==> src/rtl/image_half_pkg.sv <==
// Width helpers and adder-width constants shared by the image half-downsampler blocks.
package image_half_pkg;

    localparam int PAIR_EXTRA_BITS = 1;
    localparam int SUM_EXTRA_BITS  = 2;

    function automatic int x_w(input int new_width);
        return $clog2(2 * new_width);
    endfunction

    function automatic int y_w(input int new_height);
        return $clog2(2 * new_height);
    endfunction

    function automatic int addr_w(input int new_width, input int new_height);
        return $clog2(new_width) + $clog2(new_height);
    endfunction

    function automatic int pair_w(input int bit_depth);
        return bit_depth + PAIR_EXTRA_BITS;
    endfunction

    function automatic int sum_w(input int bit_depth);
        return bit_depth + SUM_EXTRA_BITS;
    endfunction

endpackage

==> src/rtl/half_row_sum_buffer.sv <==
// One-row store of horizontal pixel-pair sums, one synchronous write port and a combinational read port.
module half_row_sum_buffer #(
    parameter int DEPTH  = 32,
    parameter int WIDTH  = 9,
    localparam int AW    = $clog2(DEPTH)
) (
    input  logic             clk_in,
    input  logic             wr_en,
    input  logic [AW-1:0]    wr_addr,
    input  logic [WIDTH-1:0] wr_data,
    input  logic [AW-1:0]    rd_addr,
    output logic [WIDTH-1:0] rd_data
);

    // No reset: every entry is rewritten on an even row before an odd row reads it.
    logic [WIDTH-1:0] mem [DEPTH];

    always_ff @(posedge clk_in) begin
        if (wr_en) begin
            mem[wr_addr] <= wr_data;
        end
    end

    assign rd_data = mem[rd_addr];

endmodule

==> src/rtl/image_half_downsampler.sv <==
// Streaming 2:1 X/Y downsampler for raster pixel streams with linear write-address output.
// IMAGE_HALF_AVERAGE_EN selects 2x2 box averaging; otherwise top-left-pixel decimation.
module image_half_downsampler
    import image_half_pkg::*;
#(
    parameter int BIT_DEPTH  = 8,
    parameter int NEW_WIDTH  = 32,
    parameter int NEW_HEIGHT = NEW_WIDTH
) (
    input  logic                                   clk_in,
    input  logic                                   rst_in,
    input  logic [BIT_DEPTH-1:0]                   data_in,
    input  logic [x_w(NEW_WIDTH)-1:0]              data_x_in,
    input  logic [y_w(NEW_HEIGHT)-1:0]             data_y_in,
    input  logic                                   data_valid_in,
    output logic [BIT_DEPTH-1:0]                   data_out,
    output logic [addr_w(NEW_WIDTH,NEW_HEIGHT)-1:0] data_addr_out,
    output logic                                   data_valid_out,
    output logic                                   done_out
);

    localparam int ADDR_W = addr_w(NEW_WIDTH, NEW_HEIGHT);
    localparam int IN_W   = 2 * NEW_WIDTH;
    localparam int IN_H   = 2 * NEW_HEIGHT;
    localparam logic [ADDR_W-1:0] LAST_ADDR = ADDR_W'(NEW_WIDTH * NEW_HEIGHT - 1);

    logic                 in_range;
    logic                 accept;
    logic                 emit;
    logic [ADDR_W-1:0]    addr_next;
    logic [BIT_DEPTH-1:0] pix_next;

    assign in_range  = (32'(data_x_in) < IN_W) && (32'(data_y_in) < IN_H);
    assign accept    = data_valid_in && in_range && !done_out;
    assign addr_next = ADDR_W'(32'(data_y_in >> 1) * NEW_WIDTH + 32'(data_x_in >> 1));

`ifdef IMAGE_HALF_AVERAGE_EN
    localparam int COL_W  = $clog2(NEW_WIDTH);
    localparam int PAIR_W = pair_w(BIT_DEPTH);
    localparam int SUM_W  = sum_w(BIT_DEPTH);

    logic [BIT_DEPTH-1:0] held_pixel;
    logic [PAIR_W-1:0]    pair_sum;
    logic [PAIR_W-1:0]    row_pair;
    logic [SUM_W-1:0]     box_sum;
    logic [COL_W-1:0]     col;
    logic                 row_wr_en;

    assign col       = COL_W'(data_x_in >> 1);
    assign pair_sum  = PAIR_W'(held_pixel) + PAIR_W'(data_in);
    assign row_wr_en = accept && data_x_in[0] && !data_y_in[0];
    assign box_sum   = SUM_W'(row_pair) + SUM_W'(pair_sum);
    assign emit      = accept && data_x_in[0] && data_y_in[0];
    // Divide by four by truncation; the extra sum bits keep an all-max block from wrapping.
    assign pix_next  = box_sum[SUM_W-1:2];

    always_ff @(posedge clk_in or negedge rst_in) begin
        if (!rst_in) begin
            held_pixel <= '0;
        end else if (accept && !data_x_in[0]) begin
            held_pixel <= data_in;
        end
    end

    half_row_sum_buffer #(
        .DEPTH (NEW_WIDTH),
        .WIDTH (PAIR_W)
    ) u_row_buf (
        .clk_in  (clk_in),
        .wr_en   (row_wr_en),
        .wr_addr (col),
        .wr_data (pair_sum),
        .rd_addr (col),
        .rd_data (row_pair)
    );
`else
    assign emit     = accept && !data_x_in[0] && !data_y_in[0];
    assign pix_next = data_in;
`endif

    always_ff @(posedge clk_in or negedge rst_in) begin
        if (!rst_in) begin
            data_out       <= '0;
            data_addr_out  <= '0;
            data_valid_out <= 1'b0;
            done_out       <= 1'b0;
        end else begin
            data_valid_out <= emit;
            if (emit) begin
                data_out      <= pix_next;
                data_addr_out <= addr_next;
                if (addr_next == LAST_ADDR) begin
                    done_out <= 1'b1;
                end
            end
        end
    end

endmodule

==> config.mk <==
export PLATFORM = sky130hd
export DESIGN_NAME = image_half_downsampler
export DESIGN_NICKNAME = d
export VERILOG_FILES = /design/src/rtl/image_half_pkg.sv /design/src/rtl/half_row_sum_buffer.sv /design/src/rtl/image_half_downsampler.sv
export SDC_FILE = /design/constraint.sdc
export NUM_CORES = 1
export LEC_CHECK = 0
export ABC_AREA = 1
export CAP_MARGIN = 40
export CORE_MARGIN = 2
export CORE_UTILIZATION = 34
export CTS_CLUSTER_DIAMETER = 120
export CTS_CLUSTER_SIZE = 20
export DETAILED_ROUTE_END_ITERATION = 16
export PLACE_DENSITY = 0.74
export REMOVE_ABC_BUFFERS = 1
export SLEW_MARGIN = 20
export SYNTH_ARGS = -nofsm -noshare
export SYNTH_HDL_FRONTEND = slang
export SYNTH_HIERARCHICAL = 1
export SYNTH_SLANG_ARGS = --single-unit
==> constraint.sdc <==
create_clock -name clk_in -period 1 [get_ports clk_in]
set_input_delay 0.15 -clock clk_in [delete_from_list [all_inputs] [get_ports clk_in]]
set_output_delay 0.15 -clock clk_in [all_outputs]
set_load 0.005 [all_outputs]
Yosys cells after proc, flatten, opt, wreduce, memory -nomap -nowiden. Index checks and enable logic that the tools add are counted.

Flip-flop bits (word level): 20. Bits in latches: 0. RAM bits: 0. Memory bits (read-only): 0. Input bits: 23. Output and inout bits: 20. Word-level logic and storage cells: 13. Memories: 0.

Add/sub/neg operators: 1. Multipliers: 0. Divide/modulo/power cells: 0. $lt $le $gt $ge: 0. Eq/ne operators: 1. Shifts and indexed selects: 0. Muxes and demuxes: 0. Bitwise operators: 0. Reduce and logical (&&, ||, !) cells: 7.

Operator list (number): $add 10x5->10 (1); $eq 10x10->1 const B (1); $logic_and 1x1->1 (3); $logic_not 1->1 (3); $reduce_and 2->1 (1).

Logic depth before layout (Yosys ltp). Gate-level depths: netlist of run 1.

Depth after elaboration: 5. Gate-level depth with buffers: 7. Depth with buffers taken out: 6.

Worst setup path after synthesis of run 1. Ideal clock, no wire load.

Kind: flip-flop to flip-flop. Start point: register done_out. End point: register data_addr_out[0]. Data arrival time: 932 ps. Data required time: 884 ps. Setup slack: -49 ps. Cell stages (with the launch flop): 7. Buffers on the path: 2. Period minus slack after synthesis: 1049 ps. Path through: dfrtp_1 nor2_2 nand2_2 buf_6 buf_8 nand2_1 nand2_1.

Cells in the longest elaborated chain, start to end: 4.

RTL lines: start, declared (line image_half_downsampler.sv:19) `output logic done_out`; start signal, assigned (line image_half_downsampler.sv:86) `done_out <= 1'b0;`; start signal, assigned (line image_half_downsampler.sv:93) `done_out <= 1'b1;`; $logic_not 1->1 (line image_half_downsampler.sv:34) `assign accept = data_valid_in && in_range && !done_out;`; $logic_and 1x1->1 (line image_half_downsampler.sv:34); $logic_and 1x1->1 (2 in a row) (line image_half_downsampler.sv:77) `assign emit = accept && !data_x_in[0] && !data_y_in[0];`; end signal, assigned (line image_half_downsampler.sv:91) `data_addr_out <= addr_next;`; end, declared (line image_half_downsampler.sv:17) `output logic [addr_w(NEW_WIDTH,NEW_HEIGHT)-1:0] data_addr_out,`.

No other way between the ends. A chain may end at the register's enable or synchronous reset.

Final worst setup path of run 1.
Start point: register done_out. End point: register data_out[6].

Cells in the longest elaborated chain, start to end: 4.

RTL lines: $logic_not 1->1 (line image_half_downsampler.sv:34); $logic_and 1x1->1 (line image_half_downsampler.sv:34); $logic_and 1x1->1 (2 in a row) (line image_half_downsampler.sv:77); end signal, assigned (line image_half_downsampler.sv:90) `data_out <= pix_next;`; end, declared (line image_half_downsampler.sv:16) `output logic [BIT_DEPTH-1:0] data_out,`.

No other way between the ends.

==> results.cfg, run 1 <==
[drt]
detail_route.vias_per_cell = 4.489
drt-initial-drc-count = 12
drt-total-wl_um = 2100
drcViolationCount = 0
post_drt_wl_per_cell_um = 11.41
num_vias = 826
ant_nets = 0
drt_pass1_iterations = 5

[clocking]
tritoncts.num_buffers = 3
root_buffer = sky130_fd_sc_hd__clkbuf_4
cts_tree = done
ctsHtreeMaxLevel = 1
clkSlewWorstSetupHoldPaths_ns = 0.11
clkLatencyLatePin_ns = 0.29
clkSinkCount = 20
cts.path.max_buffers = 2

[grt]
globalRouteTotalUtil_pct = 15.30
first_global_vias = 740
grt_antenna_before_repair = 0
grt_pass1_wl_um = 3153
overflow = 0
grt_start_max_net_pins = 21

[logic_synthesis]
synth_top_family_by_area = simple AND/OR/NAND/NOR gates
post_synthesis_compound_gate_area_fraction_pct = 1.548
synthSimpleGateAreaFrac_pct = 30.03
synth.cells.most_frequent = 55 x sky130_fd_sc_hd__nand2_1, 20 x sky130_fd_sc_hd__dfrtp_1, 3 x sky130_fd_sc_hd__inv_1
synthAdderAreaFrac_pct = 0
synth_top_cells_by_area = sky130_fd_sc_hd__dfrtp_1 62%, sky130_fd_sc_hd__nand2_1 26%, sky130_fd_sc_hd__buf_6 2.8%
synth_top_cell_by_area = sky130_fd_sc_hd__dfrtp_1
number_of_storage_elements_in_the_synthesis_netlist = 20
ys_warn_count = 6
muxShareOfSynthArea_pct = 0
synth_most_common_cell = sky130_fd_sc_hd__nand2_1
synth_enable_flop_cells = 0
count_of_unique_library_cells_instantiated_by_yosys = 12
syn_avg_cell_area_sq_um = 8.882
synthCells = 91
netlist.area_leader.share_pct = 61.92
seq_area_frac_synth_pct = 61.92
synth_flop_cell = sky130_fd_sc_hd__dfrtp_1
post_synth_instance_area_sq_um = 808.3
synth_xor_xnor_area_share_pct = 0
synth-async-reset-ratio_pct = 100.0

[timing]
rsz0062_at_grt = yes
worst_slew_margin_rel_pct = 88.83
period_needed_ns = 1.077
worst_slack_ns = -0.07664
max_slew.worst_pin.slew_ns = 0.1676
setup_total_negative_slack_ns = -1.160
final_skew_ns = 0.0003518
hold_viol = 0
timing.final.setup_violations = 18
final.hold.worst_slack_ns = 0.2137
fin_crit_sh_pct = 107.7
timing.fmax_mhz = 928.8
timing.final.max_slew_violations = 0

[layout]
ff_latch_area_sq_um = 500.5
n_fill_cell = 191
post_route_cells_drive_above_1_share_pct = 39.74
num_antenna_cells = 0
multiInputGateArea_sq_um = 295.3
finish.instance_area_sq_um = 1394
fin_nets = 180
synthesis_to_layout_area_growth_pct = 72.45

[worst_setup_path]
startpoint_types = flop
critical_path_required_ns = 1.19
cp-endpoint = data_out[6]
timing.setup.critical_path_class = flop to flop
crit_start = done_out
reg2reg_setup_slack_ns = -0.08
cp_data_arrival_time_ns = 1.27
critical_path.reg2reg.startpoint = done_out
end_kind = flop
r2r_end = data_out[6]
ff2ff_path_depth = 6
worst-path-max-fanout = 5

[placed_design]
hpwlAfterDp_um = 1478
place_congestion = 0.8421
dpl_worst_slack_ns = -0.3336
io_buffer_count = 42
area_post_placement_sq_um = 1284

[floorplanning]
chipWidth_um = 52.76
die_height_um = 52.76
num_rows = 17
core_region_area_sq_um = 2233
initial_utilization_pct = 36.19
ioPinCount = 43
area_of_the_die_sq_um = 2783

[min_path]
hp_class = primary input to async pin

[power]
power.static_leakage_nw = 0.7678
power.share.combinational_pct = 28.8
clockPowerShare_pct = 22.4
pwr-share-seq_pct = 48.8
worst_ir_drop_vdd_v = 0.0009544
internal_power_w = 0.001501
p_per_area_nw_per_um2 = 1450
power_switching_share_pct = 25.73
switchingPower_w = 0.0005200

[run_status]
outcome = finished, violations left
violations_in_the_final_reports = setup timing

[flow_run]
maxCapViolations = 0
registers in the layout, indices dropped and copies added, names as in the netlist:
signal	flops
data_out	8
data_addr_out	10
data_valid_out	1
done_out	1
worst max-delay path, cell delays in order, from the launching register on:
cell                      delay (ns)
sky130_fd_sc_hd__dfrtp_1        0.40
sky130_fd_sc_hd__buf_6          0.13
sky130_fd_sc_hd__nor2_4         0.10
sky130_fd_sc_hd__nand2_4        0.09
sky130_fd_sc_hd__buf_4          0.15
sky130_fd_sc_hd__nand2_1        0.06
sky130_fd_sc_hd__nand2_1        0.06
layout make-up:
cell class	instances	share of cell area, %
inverters	4	1.257
well taps	28	2.513
repair buffers	64	36.53
clock buffers	4	2.603
multi-input cells	64	21.18
flip-flops and latches	20	35.91
how the worst min path moves through the flow:
stage                          start               end  slack, ns  cells after the start
floorplan                     rst_in  data_addr_out[0]      -0.15                      0
global placement    data_addr_out[8]  data_addr_out[8]       0.46                      2
detailed placement       data_out[4]       data_out[4]       0.47                      2
CTS                           rst_in       data_out[4]       0.21                      2
global route                  rst_in       data_out[4]       0.20                      2
finish                        rst_in       data_out[4]       0.21                      2
cell usage in the layout, fill, tap and decap left out, drive strengths merged:
| cell | instances |
|---|---|
| nand2 | 56 |
| buf | 41 |
| clkdlybuf4s50 | 22 |
| dfrtp | 20 |
| clkbuf | 5 |
| inv | 4 |
| nor2 | 4 |
| nand3 | 2 |
| o21bai | 1 |
| o21ai | 1 |
metrics by stage:
step                std cells  power, W  utilization, %
finish                    184  0.002021           62.41
global route              184  0.002143           62.41
CTS                       176  0.001968           59.94
detailed placement        164  0.001529           57.48
global placement          164  0.001514           57.48
floorplan                  88  0.001128               -
power groups by stage:
stage                     Clock, W  Sequential [W]  Combinational [W]
final                     0.000453        0.000987           0.000581
after global routing      0.000507         0.00100           0.000635
after CTS                 0.000471        0.000990           0.000507
after detailed placement         0         0.00100           0.000526
after global placement           0         0.00100           0.000514
after floorplan                  0         0.00101           0.000117
routing by layer:
metal	GRT usage [%]	vias up	share of wire [%]
li1	-	405	-
met1	18.41	389	40
met2	27.29	30	55
met3	1.143	2	4.6
met4	7.265	0	0.67
met5	0	-	0
logic make-up after synthesis:
| family | count (synthesis) |
|---|---|
| flops | 20 |
| compound gates | 2 |
| simple gates | 62 |
| buf+inv | 7 |
what timing repair did:
item / CTS / global route
gates resized for setup: 96 / 2
setup endpoints to repair: 39 / 33
cloned: 0 / 0
setup buffers: 8 / 8
pin swaps: 2 / 1
hold endpoints to repair: 0 / 0
hold buffers: 0 / 0
Power figures use the tool's default switching activity.
==> inputs of run 2 (changes only) <==
ABC_AREA = 0   (was 1)
CORE_UTILIZATION = 33   (was 34)
PLACE_DENSITY = 0.73   (was 0.74)
==> results.cfg, run 2 <==
[worst_setup_path]
reg2reg_setup_slack_ns = -0.42
cp-endpoint = data_addr_out[1]
worst-path-max-fanout = 5
ff2ff_path_depth = 4
crit_start = done_out
critical_path.reg2reg.startpoint = done_out
slowest_delay_ns = 0.42
end_kind = flop
critical_path_required_ns = 1.18
timing.setup.critical_path_class = flop to flop
startpoint_types = flop
r2r_end = data_addr_out[1]
critical_path.cell_chain = nor4b_4, buf_6, clkbuf_16, mux2_4
crit_path_top_delay_cell = sky130_fd_sc_hd__dfrtp_1
cp_data_arrival_time_ns = 1.60

[power]
design_power_total_w = 0.001947
power.static_leakage_nw = 0.6547
p_per_area_nw_per_um2 = 1427
worst_ir_drop_vdd_v = 0.001147

[clocking]
root_buffer = sky130_fd_sc_hd__clkbuf_4
hold_buffers = 0
cts_tree = done
clkSlewWorstSetupHoldPaths_ns = 0.10
clkLatencyLatePin_ns = 0.29
ctsHtreeMaxLevel = 1
tritoncts.num_buffers = 3
clkSinkCount = 20
cts.path.max_buffers = 2

[logic_synthesis]
post_synth_instance_area_sq_um = 783.3
seq_area_frac_synth_pct = 63.90
synth_most_common_cell = sky130_fd_sc_hd__dfrtp_1
post_synthesis_compound_gate_area_fraction_pct = 1.278
synth_flop_cell = sky130_fd_sc_hd__dfrtp_1
synth.cells.most_frequent = 20 x sky130_fd_sc_hd__dfrtp_1, 17 x sky130_fd_sc_hd__mux2_2, 2 x sky130_fd_sc_hd__and4_1, 2 x sky130_fd_sc_hd__buf_6
synth-async-reset-ratio_pct = 100.0
synthSimpleGateAreaFrac_pct = 6.070
ys_warn_count = 6
number_of_storage_elements_in_the_synthesis_netlist = 20
netlist.area_leader.share_pct = 63.90
synth_top_cell_by_area = sky130_fd_sc_hd__dfrtp_1
synthAdderAreaFrac_pct = 0
synth_top_cells_by_area = sky130_fd_sc_hd__dfrtp_1 64%, sky130_fd_sc_hd__mux2_2 24%, sky130_fd_sc_hd__nor4b_4 3.0%
synth_top_family_by_area = multiplexers
count_of_unique_library_cells_instantiated_by_yosys = 8
syn_avg_cell_area_sq_um = 17.41
synth_enable_flop_cells = 0
synthCells = 45
synth_xor_xnor_area_share_pct = 0
muxShareOfSynthArea_pct = 25.88

[timing]
rsz0062_at_grt = yes
worst_slew_margin_rel_pct = 86.72
timing.final.setup_violations = 21
max_slew.worst_pin.slew_ns = 0.1983
final.hold.worst_slack_ns = 0.1867
timing.final.max_slew_violations = 0
final_skew_ns = 0.002011
period_needed_ns = 1.416
worst_slack_ns = -0.4160
hold_viol = 0
timing.fmax_mhz = 706.2
fin_crit_sh_pct = 141.6

[grt]
grt_pass1_wl_um = 2559
grt_util_met1_pct = 14.81
grt_start_max_net_pins = 21
globalRouteTotalUtil_pct = 12.88
first_global_vias = 597
grt_antenna_before_repair = 0
use_met2_pct = 20.00
overflow = 0
use_met3_pct = 6.000
grt.busiest_layer = met2

[floorplanning]
area_of_the_die_sq_um = 2779
chipWidth_um = 52.72
ioPinCount = 43
num_rows = 17
initial_utilization_pct = 35.07
core_region_area_sq_um = 2233
die_height_um = 52.72

[layout]
num_antenna_cells = 0
finish.instance_area_sq_um = 1364
layout.cells.most_common = sky130_fd_sc_hd__clkdlybuf4s50_1
regMostFlops = data_addr_out
ff_latch_area_sq_um = 500.5
post_route_cells_drive_above_1_share_pct = 54.46
multiInputGateArea_sq_um = 312.8
layout_top_registers = data_addr_out (10), data_out (8)
n_fill_cell = 197
synthesis_to_layout_area_growth_pct = 74.12
most-common-layout-cells = 22 x sky130_fd_sc_hd__clkdlybuf4s50_1, 20 x sky130_fd_sc_hd__dfrtp_1, 19 x sky130_fd_sc_hd__buf_2
fin_nets = 126
largest_register_ffs = 10

[drt]
drcViolationCount = 0
num_vias = 603
drt_pass1_iterations = 4
drt-total-wl_um = 1908
drt-initial-drc-count = 4
detail_route.vias_per_cell = 4.674
post_drt_wl_per_cell_um = 14.79
ant_nets = 0

[placed_design]
area_post_placement_sq_um = 1264
place_congestion = 0.6267
hpwlAfterDp_um = 1195
io_buffer_count = 42

[run_status]
violations_in_the_final_reports = setup timing
outcome = finished, violations left

[flow_run]
maxCapViolations = 0

[min_path]
hp_class = primary input to async pin
run 2: metrics by stage:
| stage | worst slack, ns | setup TNS (ns) | std cells | util [%] |
|---|---|---|---|---|
| finish | -0.4160 | -7.878 | 129 | 61.06 |
| global route | -0.4581 | -8.818 | 129 | 61.06 |
| CTS | -0.4377 | -8.194 | 120 | 53.84 |
| detailed placement | -0.5932 | -11.25 | 116 | 56.58 |
| global placement | -0.5816 | -11.06 | 116 | 56.58 |
| floorplan | -0.7465 | -14.36 | 43 | - |
run 2: how the worst min path moves through the flow:
stage	slack [ns]	from	to
after floorplan	-0.15	rst_in	data_addr_out[0]
after global placement	0.47	data_out[7]	data_out[7]
after detailed placement	0.48	data_out[7]	data_out[7]
after CTS	0.18	rst_in	data_out[6]
after global routing	0.18	rst_in	data_out[5]
final	0.19	rst_in	data_out[0]
run 2: metal layers:
layer | share of wire [%] | routed length, um | vias up
met5 | 0 | 0 | -
met1 | 43 | 811 | 294
met2 | 47 | 906 | 28
met4 | 0.52 | 10 | 0
met3 | 9.4 | 180 | 2
li1 | - | - | 279
run 2: cells by family after synthesis:
| kind of cell | count (synthesis) |
|---|---|
| compound gates | 1 |
| flops | 20 |
| simple gates | 4 |
| mux | 18 |
| buf+inv | 2 |
run 2: cell type report:
class                      instances  share of cell area [%]
sequential                        20                   36.70
tap                               28                   2.569
clock buffer                       3                   1.651
timing repair buffer              55                   36.15
multi-input combinational         23                   22.94
run 2: worst max-delay path: cells and delay by family, from the launching register on:
family | cells | cell delay (ns)
buf+inv | 2 | 0.33
mux | 1 | 0.29
simple gates | 1 | 0.27
flops | 1 | 0.42
run 2: timing repair:
action                                  4_1_cts  5_1_grt
gates cloned                                  0        3
setup buffers                                 1        6
pin swaps                                     0        2
resized for setup                            79       17
endpoints found under the setup margin       40       29
run 2: power by group:
group          total, W  internal [W]  switching (W)  leakage [nW]
logic          0.000573      0.000401       0.000172         0.401
clock network  0.000355      0.000140       0.000215        0.0138
registers       0.00102      0.000948      0.0000716         0.240
==> inputs of run 3 (changes only) <==
CELL_PAD_IN_SITES_DETAIL_PLACEMENT = 2   (was default)
CELL_PAD_IN_SITES_GLOBAL_PLACEMENT = 2   (was default)
CORE_UTILIZATION = 21   (was 33)
PLACE_DENSITY = default   (was 0.73)
PLACE_DENSITY_LB_ADDON = 0.1   (was default)
==> results.cfg, run 3 (synthesized netlist as in run 2, its figures left out) <==
[drt]
num_vias = 607
drt_pass1_iterations = 2
drcViolationCount = 0
detail_route.vias_per_cell = 4.047
drt-initial-drc-count = 12
post_drt_wl_per_cell_um = 15.53
drt-total-wl_um = 2330
ant_nets = 0

[timing]
worst_slack_ns = -0.4231
timing.final.max_slew_violations = 0
setup_total_negative_slack_ns = -7.711
final.hold.worst_slack_ns = 0.2334
timing.final.setup_violations = 21
max_slew.worst_pin.slew_ns = 0.2090
period_needed_ns = 1.423
hold_viol = 0
final_skew_ns = 0.003880
timing.fmax_mhz = 702.7
rsz0062_at_grt = yes
worst_slew_margin_rel_pct = 86.01
fin_crit_sh_pct = 142.3

[grt]
globalRouteTotalUtil_pct = 12.65
overflow = 0
grt_pass1_wl_um = 3960
grt_antenna_before_repair = 0
grt_start_max_net_pins = 21
first_global_vias = 715

[layout]
multiInputGateArea_sq_um = 327.8
ff_latch_area_sq_um = 500.5
layout.cells.most_common = sky130_fd_sc_hd__clkdlybuf4s50_1
fin_nets = 126
final_cell_count_no_fill = 150
synthesis_to_layout_area_growth_pct = 81.79
regMostFlops = data_addr_out
post_route_cells_drive_above_1_share_pct = 53.92
num_antenna_cells = 0
largest_register_ffs = 10
most-common-layout-cells = 22 x sky130_fd_sc_hd__clkdlybuf4s50_1, 20 x sky130_fd_sc_hd__dfrtp_1, 18 x sky130_fd_sc_hd__mux2_4, 18 x sky130_fd_sc_hd__buf_2, 6 x sky130_fd_sc_hd__buf_6
layout_top_registers = data_addr_out (10), data_out (8)
n_fill_cell = 377

[worst_setup_path]
cp_data_arrival_time_ns = 1.27
crit_path_top_delay_cell = sky130_fd_sc_hd__dfrtp_1
end_kind = primary output
ff2ff_path_depth = 4
reg2reg_setup_slack_ns = -0.40
slowest_delay_ns = 0.41
critical_path_required_ns = 0.85
critical_path.cell_chain = buf_4, buf_6, buf_6, dlygate4sd2_1
timing.setup.critical_path_class = flop to primary output
startpoint_types = flop
r2r_end = data_addr_out[8]
cp_dominant_cell_by_count = sky130_fd_sc_hd__buf_6
worst-path-max-fanout = 2
critical_path.reg2reg.startpoint = done_out

[floorplanning]
die_height_um = 65.07
area_of_the_die_sq_um = 4234
core_region_area_sq_um = 3633
chipWidth_um = 65.07
initial_utilization_pct = 21.56
ioPinCount = 43
num_rows = 22

[run_status]
violations_in_the_final_reports = setup timing
outcome = finished, violations left

[clocking]
clkLatencyLatePin_ns = 0.26
clkSinkCount = 20
ctsHtreeMaxLevel = 1
clkSlewWorstSetupHoldPaths_ns = 0.08
cts.path.max_buffers = 2
cts_tree = done
tritoncts.num_buffers = 3
root_buffer = sky130_fd_sc_hd__clkbuf_8

[power]
worst_ir_drop_vdd_v = 0.0007682
p_per_area_nw_per_um2 = 1698
power.static_leakage_nw = 0.6815

[placed_design]
hpwlAfterDp_um = 1609
io_buffer_count = 42
place.detailed.instances = 138
place_congestion = 0.6115

[min_path]
hp_class = primary input to async pin

[flow_run]
maxCapViolations = 0
## run 3: changes by cell type in the layout (fill, tap and decap cells not counted)
cell / delta
sky130_fd_sc_hd__clkbuf_4: -3
sky130_fd_sc_hd__buf_6: +2
sky130_fd_sc_hd__bufinv_16: +1
sky130_fd_sc_hd__mux2_2: -4
sky130_fd_sc_hd__buf_12: -1
sky130_fd_sc_hd__clkbuf_8: +3
sky130_fd_sc_hd__clkbuf_16: -2
sky130_fd_sc_hd__buf_2: -1
sky130_fd_sc_hd__buf_8: +1
sky130_fd_sc_hd__dlygate4sd2_1: +1
sky130_fd_sc_hd__mux2_4: +4
## run 3: layout make-up
| cell class | instances | share of cell area (%) |
|---|---|---|
| sequential | 20 | 35.15 |
| timing repair buffer | 55 | 32.60 |
| multi-input combinational | 23 | 23.02 |
| tap | 48 | 4.218 |
| clock buffer | 3 | 2.900 |
| clock inverter | 1 | 2.109 |
## run 3: per-stage QoR
step	setup WS [ns]	util, %	power (W)	instance area [sq um]
2_1_floorplan	-0.7465	-	0.001183	760.7
3_3_place_gp	-0.5953	35.54	0.001622	1291
3_5_place_dp	-0.6132	35.54	0.001638	1291
4_1_cts	-0.4131	38.91	0.002463	1414
5_1_grt	-0.4889	39.19	0.002574	1424
6_report	-0.4231	39.19	0.002417	1424
## run 3: worst max path at each step
| stage | startpoint | end |
|---|---|---|
| after floorplan | done_out | data_addr_out[0] |
| after global placement | data_y_in[0] | data_out[5] |
| after detailed placement | data_y_in[0] | data_out[5] |
| after CTS | done_out | data_addr_out[7] |
| after global routing | done_out | data_addr_out[7] |
| final | done_out | done_out |
## run 3: per-layer routing
metal  vias to the layer above  routed length [um]  track usage, %
li1                        276                   -               -
met1                       308                1063           17.07
met2                        21                1124           19.59
met3                         2                 113           2.604
met4                         0                  27           5.469
met5                         -                   0               0
## run 3: repair_timing
action                                  CTS  global route
gates cloned                              2             0
hold buffers                              0             0
endpoints found under the setup margin   40            22
pin swaps                                 1             0
setup buffers                             5             1
hold endpoints to repair                  0             0
resized for setup                       101             3
## run 3: power breakdown
group / internal (W) / switching [W]
clock: 0.000534 / 0.000269
sequential: 0.000948 / 0.0000760
combinational: 0.000410 / 0.000180
## run 3: worst max-delay path, delay by kind of cell, from the launching register on
family / cells / cell delay, ns
DFF: 1 / 0.41
buffers and inverters: 4 / 0.61
